[src/rtl/llpm_mem_pkg.sv]
// Shared definitions for the LLPM block RAM family.
// Request layout helpers (field offsets, slice width) and the clear FSM state type.
// Optional clear-on-reset is enabled by the LLPM_BRAM_CLEAR_EN macro in block_ram_np.
package llpm_mem_pkg;

  // Request field offsets inside one port slice: {addr, data, wr}
  localparam int WR_BIT   = 0;
  localparam int DATA_LSB = 1;

  // Width of one port's request slice
  function automatic int req_width(input int width, input int addr_width);
    return width + addr_width + 1;
  endfunction

  // Address field starts right above the data field
  function automatic int addr_lsb(input int width);
    return width + 1;
  endfunction

  // Clear-on-reset sequencer states
  typedef enum logic {
    CLEAR = 1'b0,
    READY = 1'b1
  } clr_state_t;

endpackage

[src/rtl/block_ram_resp_stage.sv]
// Per-port response register with valid/bp handshake and request backpressure.
// Latency: a request accepted at edge N is visible on resp from edge N onward.
// Backpressure: req_bp is high until init_done, or while a pending response is stalled.
module block_ram_resp_stage #(
  parameter int Width = 8
) (
  input  logic             clk,
  input  logic             reset,
  input  logic             i_init_done,
  input  logic             i_req_vld,
  input  logic             i_resp_bp,
  input  logic [Width-1:0] i_load_dat,
  output logic             o_req_bp,
  output logic             o_req_acc,
  output logic [Width-1:0] o_resp_dat,
  output logic             o_resp_vld
);

  logic             r_resp_vld;
  logic [Width-1:0] r_resp_dat;
  logic             w_resp_take;

  // A stalled response blocks new requests; a free or draining slot can be reloaded
  assign o_req_bp    = !i_init_done || (r_resp_vld && i_resp_bp);
  assign o_req_acc   = i_req_vld && !o_req_bp;
  assign w_resp_take = r_resp_vld && !i_resp_bp;

  // Response register: load on accept, drop valid once taken, clear on reset
  always_ff @(posedge clk or posedge reset) begin
    if (reset) begin
      r_resp_vld <= 1'b0;
      r_resp_dat <= '0;
    end else if (o_req_acc) begin
      r_resp_vld <= 1'b1;
      r_resp_dat <= i_load_dat;
    end else if (w_resp_take) begin
      r_resp_vld <= 1'b0;
    end
  end

  assign o_resp_vld = r_resp_vld;
  assign o_resp_dat = r_resp_dat;

endmodule

[src/rtl/block_ram_np.sv]
// N-port read/write block RAM, read-first, lowest port index wins same-address writes.
// Latency: one cycle (response register loads at the accept edge); one request per cycle per port.
// Backpressure: per port, req_bp = !init_done || (resp_valid && resp_bp); optional clear via LLPM_BRAM_CLEAR_EN.
module block_ram_np
  import llpm_mem_pkg::*;
#(
  parameter string Name      = "",
  parameter int    Width     = 8,
  parameter int    Depth     = 8,
  parameter int    AddrWidth = 8,
  parameter int    NumPorts  = 2
) (
  input  logic                                          clk,
  input  logic                                          reset,
  input  logic [NumPorts*req_width(Width,AddrWidth)-1:0] port_req,
  input  logic [NumPorts-1:0]                           port_req_valid,
  output logic [NumPorts-1:0]                           port_req_bp,
  output logic [NumPorts*Width-1:0]                     port_resp,
  output logic [NumPorts-1:0]                           port_resp_valid,
  input  logic [NumPorts-1:0]                           port_resp_bp,
  output logic                                          init_done
);

  localparam int ReqW    = req_width(Width, AddrWidth);
  localparam int AddrLsb = addr_lsb(Width);
  localparam int IdxW    = (Depth > 1) ? $clog2(Depth) : 1;
  localparam logic [AddrWidth:0] DepthW = (AddrWidth + 1)'(Depth);

  // Elaboration-time parameter sanity
  if (Width < 1)                       $error("block_ram_np: Width must be >= 1");
  if (Depth < 2)                       $error("block_ram_np: Depth must be >= 2");
  if (NumPorts < 1 || NumPorts > 8)    $error("block_ram_np: NumPorts must be 1..8");
  if (AddrWidth < IdxW)                $error("block_ram_np: AddrWidth too small for Depth");

  // Storage is deliberately not reset
  logic [Width-1:0] r_mem [Depth];

  logic                 w_wr      [NumPorts];
  logic [AddrWidth-1:0] w_addr    [NumPorts];
  logic [Width-1:0]     w_wdat    [NumPorts];
  logic                 w_inrange [NumPorts];
  logic [IdxW-1:0]      w_idx     [NumPorts];
  logic [Width-1:0]     w_rdat    [NumPorts];
  logic [NumPorts-1:0]  w_acc;
  logic                 w_init_done;

  // Per-port request decode, old-word read and response stage
  for (genvar p = 0; p < NumPorts; p++) begin : g_port
    logic [ReqW-1:0] w_slice;
    assign w_slice      = port_req[p*ReqW +: ReqW];
    assign w_wr[p]      = w_slice[WR_BIT];
    assign w_wdat[p]    = w_slice[DATA_LSB +: Width];
    assign w_addr[p]    = w_slice[AddrLsb +: AddrWidth];
    assign w_inrange[p] = ({1'b0, w_addr[p]} < DepthW);
    assign w_idx[p]     = w_addr[p][IdxW-1:0];
    // Sampled before this edge's writes land, so every response is read-first
    assign w_rdat[p]    = w_inrange[p] ? r_mem[w_idx[p]] : '0;

    block_ram_resp_stage #(
      .Width (Width)
    ) u_resp (
      .clk         (clk),
      .reset       (reset),
      .i_init_done (w_init_done),
      .i_req_vld   (port_req_valid[p]),
      .i_resp_bp   (port_resp_bp[p]),
      .i_load_dat  (w_rdat[p]),
      .o_req_bp    (port_req_bp[p]),
      .o_req_acc   (w_acc[p]),
      .o_resp_dat  (port_resp[p*Width +: Width]),
      .o_resp_vld  (port_resp_valid[p])
    );
  end

`ifdef LLPM_BRAM_CLEAR_EN
  clr_state_t      r_state;
  clr_state_t      w_state_nxt;
  logic [IdxW-1:0] r_clr_addr;
  logic [IdxW-1:0] w_clr_addr_nxt;
  logic            w_clr_we;

  // Clear sequencer state and address counter; reset restarts the sweep at word 0
  always_ff @(posedge clk or posedge reset) begin
    if (reset) begin
      r_state    <= CLEAR;
      r_clr_addr <= '0;
    end else begin
      r_state    <= w_state_nxt;
      r_clr_addr <= w_clr_addr_nxt;
    end
  end

  // Clear sequencer next state: one zero write per cycle, READY after the last word
  always_comb begin
    w_state_nxt    = r_state;
    w_clr_addr_nxt = r_clr_addr;
    w_clr_we       = 1'b0;
    w_init_done    = 1'b0;
    case (r_state)
      CLEAR: begin
        w_clr_we = !reset;
        if (r_clr_addr == IdxW'(Depth - 1)) begin
          w_state_nxt = READY;
        end else begin
          w_clr_addr_nxt = r_clr_addr + 1'b1;
        end
      end
      READY: begin
        w_init_done = 1'b1;
      end
      default: begin
        w_state_nxt = CLEAR;
      end
    endcase
  end

  // Memory update: clear sweep, then port writes; lower ports are applied later so they win
  always_ff @(posedge clk) begin
    if (w_clr_we) begin
      r_mem[r_clr_addr] <= '0;
    end
    for (int p = NumPorts - 1; p >= 0; p--) begin
      if (w_acc[p] && w_wr[p] && w_inrange[p]) begin
        r_mem[w_idx[p]] <= w_wdat[p];
      end
    end
  end
`else
  logic r_init_done;

  // Ready on the first edge after reset releases; contents stay whatever they were
  always_ff @(posedge clk or posedge reset) begin
    if (reset) begin
      r_init_done <= 1'b0;
    end else begin
      r_init_done <= 1'b1;
    end
  end

  assign w_init_done = r_init_done;

  // Memory update: port writes; lower ports are applied later so they win
  always_ff @(posedge clk) begin
    for (int p = NumPorts - 1; p >= 0; p--) begin
      if (w_acc[p] && w_wr[p] && w_inrange[p]) begin
        r_mem[w_idx[p]] <= w_wdat[p];
      end
    end
  end
`endif

  assign init_done = w_init_done;

endmodule

[config.mk]
export PLATFORM = sky130hd
export DESIGN_NAME = block_ram_np
export DESIGN_NICKNAME = d
export VERILOG_FILES = /design/src/rtl/llpm_mem_pkg.sv /design/src/rtl/block_ram_resp_stage.sv /design/src/rtl/block_ram_np.sv
export SDC_FILE = /design/constraint.sdc
export NUM_CORES = 1
export LEC_CHECK = 0
export ABC_CLOCK_PERIOD_IN_PS = 4600
export CORE_MARGIN = 10
export CORE_UTILIZATION = 30
export CTS_BUF_LIST = sky130_fd_sc_hd__clkbuf_4 sky130_fd_sc_hd__clkbuf_8 sky130_fd_sc_hd__clkbuf_16
export DETAILED_ROUTE_END_ITERATION = 7
export GPL_TIMING_DRIVEN = 0
export PLACE_DENSITY = 0.6
export SYNTH_ARGS = -nofsm -noshare
export SYNTH_HDL_FRONTEND = slang
export SYNTH_SLANG_ARGS = --single-unit
export TNS_END_PERCENT = 1
[constraint.sdc]
create_clock -name clk -period 4.6 [get_ports clk]
set_input_delay 1.15 -clock clk [delete_from_list [all_inputs] [get_ports clk]]
set_output_delay 1.15 -clock clk [all_outputs]
set_load 0.02 [all_outputs]
=== Word-level counts from Yosys, hierarchy flattened ===
Memory sizes are Yosys's and may differ from the RTL's.
Cells that the tools add are included.

* RAM bits: 64
* Input bits: 40
* Memories kept: 1
* Flip-flop bits (word level): 19
* Word-level logic and storage cells: 37

* Order comparisons: 2
* Multiplexer cells: 10
* Reductions and logical operators: 19

{| class="wikitable"
|+ Memories
! name !! words !! width !! rd ports !! clocked after memory_dff !! write ports !! RTL line !! text
|-
| r_mem || 8 || 8 || 2 || 0 || 2 || block_ram_np.sv:36 || <nowiki>logic [Width-1:0] r_mem [Depth];</nowiki>
|}

{| class="wikitable"
|+ Operators by type and width
! kind !! count
|-
| $lt A8 B4 Y1 const B || 2
|-
| $mux W8 || 2
|-
| $logic_and A1 B1 Y1 || 10
|-
| $mux W1 || 8
|-
| $logic_not A1 Y1 || 5
|-
| $reduce_bool A2 Y1 || 2
|-
| $logic_or A1 B1 Y1 || 2
|}

=== Logic depth before layout (Yosys ltp) ===
Gate-level depths: netlist (run 1).

* Depth in word-level cells: 8
* Mapped depth: 7

=== Modules after synthesis ===
Synthesis (run 1) repeated with hierarchy kept, for this count alone.

* Cell total of the unflattened synthesis: 348
* Area, all modules: 4,813.4 sq um

{| class="wikitable"
|+ Modules (own cells, without submodules)
! module !! instances !! area an instance (sq um) !! cells an instance !! seq. area each (sq um)
|-
| block_ram_np || 1 || 4,112.7 || 302 || 1,946.9
|-
| block_ram_resp_stage || 2 || 350.3 || 23 || 225.2
|}

=== Worst setup path before layout (run 1) ===
OpenSTA, ideal clock, no wires.

* Path type: input port to flip-flop
* From: input port_req[14]
* To: memory r_mem[4][0] (enable)
* Slack: 1.410 ns
* Arrival time: 2.803 ns
* Stages on the path: 5
* Library setup time: 0.388 ns
* Cells stage by stage: nor4_4 -> and4_2 -> buf_2 -> nand3_1 -> o32ai_1

{| class="wikitable"
|+ RTL lines
! element !! RTL line !! text
|-
| start: declaration || block_ram_np.sv:15 || <nowiki>input logic [NumPorts*req_width(Width,AddrWidth)-1:0] port_req,</nowiki>
|-
| end: declaration || block_ram_np.sv:36 ||
|}

==> summary.txt, run 1 <==
Floorplan
  • Die area: 21200 sq um
  • Die Y: 145 um
  • Initial Util: 30.8%
  • Die width: 145 um
  • CORE AREA: 15300 sq um
  • IO Count: 61
  • Cell row count: 45

Timing
  • Hold Vio Cnt, Final: 0
  • Final TNS setup: 0 ns
  • Post-route setup slack: 0.604 ns
  • Max transition margin: 10.1%
  • RSZ-0062 raised after global routing: no
  • Max Clock Freq: 0.250 GHz
  • Fin crit period: 4.00 ns
  • Least-Margin Pin Slew: 1.35 ns
  • Slew Limit Fails: 0
  • Tcrit/Tclk final: 86.9%
  • Clock Skews: 0.00740 ns
  • Setup-failing EPs final: 0

Route
  • Via density: 5.21
  • Total wire length: 14000 um
  • Wire per inst: 22.5 um
  • Residual DRC count: 0
  • DR vias: 3253
  • First drt pass iteration count: 5
  • 1st-iter DRT viols: 382
  • Antenna viol nets, final: 0

Global route
  • Grt total ovfl: 0
  • Initial antenna violation count: 0
  • Largest net degree at the start of global routing: 20
  • Tot GR Track Use: 13.1%
  • Number of global-route vias before repair: 3381
  • First-pass GRT wire length: 21100 um

Setup path
  • Worst Path Arrival: 3.95 ns
  • Worst reg-to-reg path cell count: 5
  • CP max FO: 10
  • Setup crit end kind: register
  • Critical path class: in2reg
  • WP data required: 4.56 ns
  • CP Launch Type: input port

Clock network
  • Post-CTS Hold Buffers: 0
  • Num CTS Buffers: 9
  • CTS root buffer: clkbuf_16
  • Clock-pin slew on the worst setup and hold paths: 0.07 ns
  • Clock Latency Late Sink: 0.35 ns
  • Setup bufs post-CTS: 0
  • CTS tree: done
  • CTS Buffer Depth: 2
  • PostCTS Resize Cnt: 0
  • H-tree level count: 3
  • Clock Sinks: 83

Synthesis
  • Yosys cell types: 48
  • Post-Synthesis Cells: 337
  • Synth area leader: edfxtp_1
  • Area share of the largest cell type after synthesis: 40.7%
  • Share of flip-flops with an asynchronous set or reset: 22.9%
  • Number of synthesized flops with an enable pin: 64
  • Synth area leaders: edfxtp_1, mux2_2, dfrtp_1
  • Cell with the most instances after synthesis: mux2_2
  • Sequential-to-total area share from yosys stat: 50.8%
  • List of most frequent post-synthesis cells: mux2_2, edfxtp_1, nand2_1
  • Synth Area per Inst: 14.0 sq um
  • FF+latch count, synth: 83
  • Cell Area, Synth: 4720 sq um
  • Ys Warns: 0
  • Most common flop cell mapped by yosys: edfxtp_1
  • Synth Net Count: 377

Placed design
  • Final GP Congestion: 0.909
  • Placed Instances: 608
  • DP Wirelength: 10000 um
  • PortBufs: 55
  • Placement Setup Slack: 0.324 ns

Run status
  • Status: finished clean

Cells and area
  • Post-route core utilization: 38.7%
  • Ant diodes: 0
  • Layout cells sized above 1: 34.6%
  • Area Growth Syn to Fin: 25.5%
  • Filler instances: 1471
  • Nets: 448
  • Finished Layout Cells: 624

Job
  • Max-cap violation count: 0

Min path
  • Min-Delay Path Depth: 2
  • Hold crit path type: reg2reg

Power
  • Worst VDD drop: 0.000172 V
  • Lkg Pwr: 0.00207 uW
  • Pwr dens: 305 nW/um^2
-- kinds of logic after synthesis --
kind of cell / synth area share [%]
multiplexers: 30.5
other: 0.0794
flip-flops: 50.8
AND/OR/NAND/NOR: 9.14
buffers and inverters: 2.94
AO/OA/AOI/OAI: 6.57
-- critical path, stage by stage --
cell and delay (ns):
clkdlybuf4s50_1 0.40, nor4_1 0.28, nor4bb_1 0.24, clkbuf_1 0.51, nand3_1 0.29, o22ai_1 1.08
-- state kept, by name, summed over array words and instances (netlist names) --
name and cells:
g_port.u_resp.o_resp_dat 16, r_mem 64, g_port.u_resp.o_resp_vld 2, init_done 1
-- layout make-up --
| class | count | area (sq um) | share of cell area (%) |
|---|---|---|---|
| Sequential cell | 83 | 2400 | 40.4 |
| Multi-Input combinational cell | 224 | 2200 | 37.1 |
| Timing Repair Buffer | 60 | 603 | 10.2 |
| Tap cell | 211 | 264 | 4.45 |
| Clock buffer | 9 | 225 | 3.80 |
| Buffer | 23 | 113 | 1.90 |
| Clock inverter | 7 | 98.8 | 1.67 |
| Inverter | 7 | 26.3 | 0.443 |
-- routing by layer --
layer | wire length [um] | global-route usage (%)
met2 | 6740 | 21.1
met5 | 0 | 0
met1 | 5810 | 15.8
met3 | 1010 | 3.42
met4 | 450 | 6.62
-- metrics by stage --
stage                     hold WS [ns]  power (uW)  area (sq um)
after floorplan                  0.483         947          4720
after global placement           0.463        1030          5540
after detailed placement         0.468        1030          5600
after CTS                        0.482        1810          5930
after global routing             0.505        1870          5930
final                            0.478        1810          5930
-- path summary, 6_finish.rpt --
check                                                from                              to  slack, ns
max                                          port_req[32]                     r_mem[7][4]       0.60
min                        g_port[0].u_resp.o_resp_dat[2]  g_port[0].u_resp.o_resp_dat[2]       0.48
max reg2reg                   g_port[1].u_resp.o_resp_vld                     r_mem[7][4]       1.43
min reg2reg                g_port[0].u_resp.o_resp_dat[2]  g_port[0].u_resp.o_resp_dat[2]       0.48
max in group asynchronous                           reset  g_port[0].u_resp.o_resp_dat[3]       2.83
min in group asynchronous                           reset  g_port[0].u_resp.o_resp_dat[2]       1.26
-- cell usage in the layout (no fill, tap or decap), types with 3 or more instances in the layout --
cell type | synthesis | final
clkbuf_1 | 8 | 8
mux2_2 | 73 | 73
nor2_1 | 7 | 7
buf_2 | 9 | 9
nand2_1 | 25 | 25
inv_1 | 7 | 7
mux2i_1 | 19 | 19
o21ai_1 | 0 | 3
nor2b_1 | 4 | 4
nand3_2 | 3 | 3
buf_4 | 4 | 5
nand3_1 | 8 | 8
a22o_1 | 4 | 4
dfrtp_1 | 19 | 19
buf_6 | 0 | 4
clkbuf_16 | 0 | 9
o21ai_0 | 15 | 12
mux4_2 | 19 | 19
edfxtp_1 | 64 | 64
nand2b_1 | 4 | 4
o22ai_1 | 4 | 4
clkdlybuf4s50_1 | 0 | 55
-- where the power goes --
part	switching, uW	leakage [uW]	internal (uW)
combinational	102	0.00108	99.8
sequential	3.60	0.000834	813
clock	311	0.000156	479
Note: power is estimated with default switching activity, not from simulation.
==> run 2: changes to the inputs <==
--- a/config.mk
+++ b/config.mk
@@ -6,7 +6,6 @@
 export NUM_CORES = 1
 export LEC_CHECK = 0
 export ABC_CLOCK_PERIOD_IN_PS = 4600
-export CORE_MARGIN = 10
 export CORE_UTILIZATION = 30
 export CTS_BUF_LIST = sky130_fd_sc_hd__clkbuf_4 sky130_fd_sc_hd__clkbuf_8 sky130_fd_sc_hd__clkbuf_16
 export DETAILED_ROUTE_END_ITERATION = 7
==> summary.txt, run 2 (synthesis gave the netlist of run 1 again) <==
Run status
  • Status: finished clean

Cells and area
  • Area Growth Syn to Fin: 24.6%
  • Leading cell type in the layout, fill and taps excluded: mux2_2
  • Cell area after layout: 5880 sq um
  • Nets: 447
  • Post-route core utilization: 38.6%
  • Layout cells sized above 1: 34.5%
  • Area of the multi-input gates: 2200 sq um
  • Max FFs per register: 64
  • Most frequent cells in the layout: mux2_2, edfxtp_1, clkdlybuf4s50_1
  • Ant diodes: 0
  • Filler instances: 1438
  • Top reg by flops: r_mem
  • Register Area: 2400 sq um

Clock network
  • CTS Buffer Depth: 2
  • Clock Sinks: 83
  • PostCTS Resize Cnt: 0
  • H-tree level count: 3
  • Setup bufs post-CTS: 0
  • Post-CTS Hold Buffers: 0
  • Clock-pin slew on the worst setup and hold paths: 0.06 ns
  • Num CTS Buffers: 9
  • CTS tree: done
  • Clock Latency Late Sink: 0.34 ns
  • CTS root buffer: clkbuf_16

Timing
  • Max Clock Freq: 0.257 GHz
  • Fin crit period: 3.89 ns
  • Slew Limit Fails: 0
  • Least-Margin Pin Slew: 1.40 ns
  • Final TNS setup: 0 ns
  • RSZ-0062 raised after global routing: no
  • Clock Skews: 0.00653 ns
  • Tcrit/Tclk final: 84.5%
  • Max transition margin: 6.67%
  • Hold Vio Cnt, Final: 0
  • Setup-failing EPs final: 0
  • Post-route setup slack: 0.713 ns

Floorplan
  • Die width: 127 um
  • Die Y: 127 um
  • Cell row count: 45
  • IO Count: 61
  • Initial Util: 30.9%
  • Die area: 16200 sq um
  • CORE AREA: 15300 sq um

Route
  • DR vias: 3264
  • Total wire length: 12800 um
  • Via density: 5.24
  • 1st-iter DRT viols: 254
  • First drt pass iteration count: 4
  • Wire per inst: 20.6 um
  • Antenna viol nets, final: 0
  • Residual DRC count: 0

Setup path
  • Critical path class: in2reg
  • Setup crit end kind: register
  • CP Launch Type: input port
  • Worst Path Arrival: 3.83 ns
  • CP max FO: 10
  • Worst reg-to-reg path cell count: 5
  • WP data required: 4.55 ns

Global route
  • First-pass GRT wire length: 19500 um
  • Number of global-route vias before repair: 3352
  • Grt total ovfl: 0
  • Largest net degree at the start of global routing: 20
  • Initial antenna violation count: 0
  • Tot GR Track Use: 16.6%

Placed design
  • Placement Setup Slack: 0.400 ns
  • Final GP Congestion: 0.820
  • DP Wirelength: 9170 um
  • PortBufs: 55
  • Area after DPL: 5590 sq um

Power
  • Lkg Pwr: 0.00205 uW
  • Pwr dens: 296 nW/um^2
  • Worst VDD drop: 0.000180 V
  • Total power: 1740 uW

Min path
  • Hold crit path type: reg2reg
  • Min-Delay Path Depth: 2

Job
  • Max-cap violation count: 0
run 2: cell count changes in the layout (fill, tap and decap cells not counted):
cell / previous run / this run
clkinvlp_4: 1 / 2
buf_4: 5 / 6
buf_6: 4 / 2
clkinv_4: 1 / 0
clkbuf_4: 0 / 2
bufinv_16: 2 / 1
inv_6: 2 / 0
clkinv_2: 1 / 2
run 2: final timing paths:
| path | startpoint | end | slack (ns) |
|---|---|---|---|
| setup / recovery | port_req[32] | r_mem[3][5] | 0.71 |
| hold / removal | g_port[0].u_resp.o_resp_dat[6] | g_port[0].u_resp.o_resp_dat[6] | 0.47 |
| setup reg to reg | init_done | r_mem[3][5] | 1.53 |
| hold reg to reg | g_port[0].u_resp.o_resp_dat[6] | g_port[0].u_resp.o_resp_dat[6] | 0.47 |
| max in group asynchronous | reset | g_port[0].u_resp.o_resp_dat[4] | 2.95 |
| min in group asynchronous | reset | g_port[1].u_resp.o_resp_dat[5] | 1.21 |
run 2: final cells by class:
cell class / count / area share [%]
Buffer: 23 / 1.91
Clock buffer: 11 / 4.08
Clock inverter: 5 / 0.936
Inverter: 7 / 0.447
Multi-Input combinational cell: 224 / 37.4
Sequential cell: 83 / 40.7
Tap cell: 211 / 4.49
Timing Repair Buffer: 59 / 9.99
run 2: metrics by stage:
| step | cells | hold WS [ns] |
|---|---|---|
| 2_1_floorplan | 337 | 0.483 |
| 3_3_place_gp | 603 | 0.474 |
| 3_5_place_dp | 607 | 0.473 |
| 4_1_cts | 623 | 0.486 |
| 5_1_grt | 623 | 0.518 |
| 6_report | 623 | 0.475 |
run 2: report_power, final:
group | switching, uW | total (uW) | internal, uW
clock | 293 | 723 | 431
combinational | 101 | 201 | 99.9
sequential | 3.46 | 817 | 814
run 2: per-layer routing:
layer	GRT usage, %	routed length [um]	up-vias
li1	-	-	1466
met3	4.94	983	32
met5	0	0	-
met2	26.6	5990	164
met4	7.28	445	0
met1	20.7	5410	1602
run 2: worst max-delay path: stages:
cell and delay, ns:
clkdlybuf4s50_1 0.40, nor4_1 0.27, nor4bb_1 0.23, clkbuf_1 0.42
nand3_1 0.25, o22ai_1 1.11
==> run 3: changes to the inputs <==
--- a/config.mk
+++ b/config.mk
@@ -5,12 +5,12 @@
 export SDC_FILE = /design/constraint.sdc
 export NUM_CORES = 1
 export LEC_CHECK = 0
-export ABC_CLOCK_PERIOD_IN_PS = 4600
+export ABC_CLOCK_PERIOD_IN_PS = 3510
 export CORE_UTILIZATION = 30
 export CTS_BUF_LIST = sky130_fd_sc_hd__clkbuf_4 sky130_fd_sc_hd__clkbuf_8 sky130_fd_sc_hd__clkbuf_16
 export DETAILED_ROUTE_END_ITERATION = 7
 export GPL_TIMING_DRIVEN = 0
-export PLACE_DENSITY = 0.6
+export PLACE_DENSITY = 0.61
 export SYNTH_ARGS = -nofsm -noshare
 export SYNTH_HDL_FRONTEND = slang
 export SYNTH_SLANG_ARGS = --single-unit
==> constraint.sdc (replaced) <==
create_clock -name clk -period 3.51 [get_ports clk]
set_input_delay 0.8775 -clock clk [delete_from_list [all_inputs] [get_ports clk]]
set_output_delay 0.8775 -clock clk [all_outputs]
set_load 0.02 [all_outputs]
==> summary.txt, run 3 (synthesis gave the netlist of run 1 again) <==
Global route
  • Grt total ovfl: 0
  • Initial antenna violation count: 0
  • First-pass GRT wire length: 19700 um
  • Tot GR Track Use: 16.7%
  • Number of global-route vias before repair: 3413
  • Largest net degree at the start of global routing: 20

Setup path
  • R2r startpoint: g_port[1].u_resp.o_resp_vld
  • Worst Path Arrival: 3.38 ns
  • Critical path class: in2reg
  • Worst Setup SP: port_req[11]
  • WP data required: 3.60 ns
  • Worst reg-to-reg path cell count: 5
  • R2R setup slack: 0.88 ns
  • CP Launch Type: input port
  • RR Endpoint: r_mem[7][6]
  • Setup crit end kind: register
  • CP max FO: 10

Floorplan
  • Die Y: 127 um
  • IO Count: 61
  • Cell row count: 45
  • Initial Util: 30.9%
  • Die width: 127 um
  • Die area: 16200 sq um
  • CORE AREA: 15300 sq um

Timing
  • Least-Margin Pin Slew: 0.869 ns
  • Slew Limit Fails: 0
  • Max transition margin: 42.1%
  • Worst hold slack: 0.477 ns
  • Max Clock Freq: 0.304 GHz
  • Tcrit/Tclk final: 93.7%
  • RSZ-0062 raised after global routing: no
  • Clock Skews: 0.00768 ns
  • Fin crit period: 3.29 ns
  • Setup-failing EPs final: 0
  • Hold Vio Cnt, Final: 0

Power
  • Internal power: 1810 uW
  • Lkg Pwr: 0.00207 uW
  • NetSw: 542 uW
  • Pwr dens: 396 nW/um^2
  • Seq pwr share: 45.5%
  • Switching share of power: 23.0%
  • Combinational share of power: 11.2%
  • Worst VDD drop: 0.000255 V
  • Clock share of power: 43.3%

Min path
  • Hold EP: g_port[0].u_resp.o_resp_dat[0]
  • Min-Delay Path Depth: 2
  • Hold wc startpoint: g_port[0].u_resp.o_resp_dat[0]
  • Hold crit path type: reg2reg

Clock network
  • H-tree level count: 3
  • Clock-pin slew on the worst setup and hold paths: 0.07 ns
  • Num CTS Buffers: 9
  • CTS root buffer: clkbuf_16
  • CTS tree: done
  • Clock Latency Late Sink: 0.34 ns
  • CTS Buffer Depth: 2
  • Clock Sinks: 83
  • Post-CTS Hold Buffers: 0

Placed design
  • DP Wirelength: 9240 um
  • PortBufs: 55
  • Final GP Congestion: 0.827
  • Area after DPL: 5590 sq um

Route
  • Antenna viol nets, final: 0
  • DR vias: 3197
  • Total wire length: 12900 um
  • Wire per inst: 20.7 um
  • Residual DRC count: 0
  • First drt pass iteration count: 4
  • 1st-iter DRT viols: 215
  • Via density: 5.13

Cells and area
  • Ant diodes: 0
  • Area Growth Syn to Fin: 25.8%
  • Top reg by flops: r_mem
  • Most frequent cells in the layout: mux2_2, edfxtp_1, clkdlybuf4s50_1
  • Filler instances: 1438
  • Cell area after layout: 5940 sq um
  • Nets: 447
  • Leading cell type in the layout, fill and taps excluded: mux2_2
  • Max FFs per register: 64
  • Layout cells sized above 1: 35.2%

Job
  • Max-cap violation count: 0

Run status
  • Status: finished clean
run 3: what timing repair did:
| item | CTS | global route |
|---|---|---|
| buffers inserted | 0 | 0 |
| cloned | 0 | 0 |
| setup endpoints to repair | 22 | 8 |
| gates resized for setup | 3 | 1 |
run 3: routing by layer:
| layer | GRT usage [%] | vias up | part of all wire, % |
|---|---|---|---|
| met4 | 7.70 | 0 | 3.0 |
| li1 | - | 1468 | - |
| met3 | 3.06 | 33 | 6.1 |
| met5 | 0 | - | 0 |
| met1 | 20.0 | 1563 | 42 |
| met2 | 29.2 | 133 | 49 |
run 3: critical path: stages:
cell	delay, ns
clkdlybuf4s50_1	0.47
buf_2	0.31
buf_1	0.70
nand4_2	0.56
mux2_2	0.44
run 3: layout make-up:
type                    instances  area [sq um]  area share (%)
plain buffers                  23           113            1.90
clock buffers                  11           264            4.44
clock inverters                 5          56.3           0.948
inverters                       7          26.3           0.442
multi-input cells             224          2230            37.6
flip-flops and latches         83          2400            40.4
well taps                     211           264            4.44
repair buffers                 59           588            9.90
run 3: per-stage QoR:
step | setup WS, ns | utilization [%] | instances | total power [uW] | setup TNS (ns)
3_5_place_dp | -0.372 | 36.6 | 607 | 1350 | -10.82
2_1_floorplan | 0.592 | - | 337 | 1240 | 0
4_1_cts | 0.108 | 38.9 | 623 | 2360 | 0
3_3_place_gp | -0.856 | 36.3 | 603 | 1350 | -34.87
6_report | 0.221 | 38.9 | 623 | 2350 | 0
5_1_grt | 0.0714 | 38.9 | 623 | 2410 | 0
run 3: worst max path at each step:
stage                       end  slack [ns]  depth (start not counted)
finish              r_mem[4][1]        0.22                          5
global route        r_mem[5][7]        0.07                          6
CTS                 r_mem[4][3]        0.11                          5
detailed placement  r_mem[3][1]       -0.37                          6
global placement    r_mem[6][1]       -0.86                          5
floorplan           r_mem[4][0]        0.59                          5
run 3: power by group through the flow:
stage | registers, uW | clock network (uW) | logic, uW
after floorplan | 1100 | 0 | 145
after global placement | 1090 | 0 | 257
after detailed placement | 1090 | 0 | 262
after CTS | 1070 | 1030 | 264
after global routing | 1070 | 1060 | 285
final | 1070 | 1020 | 265
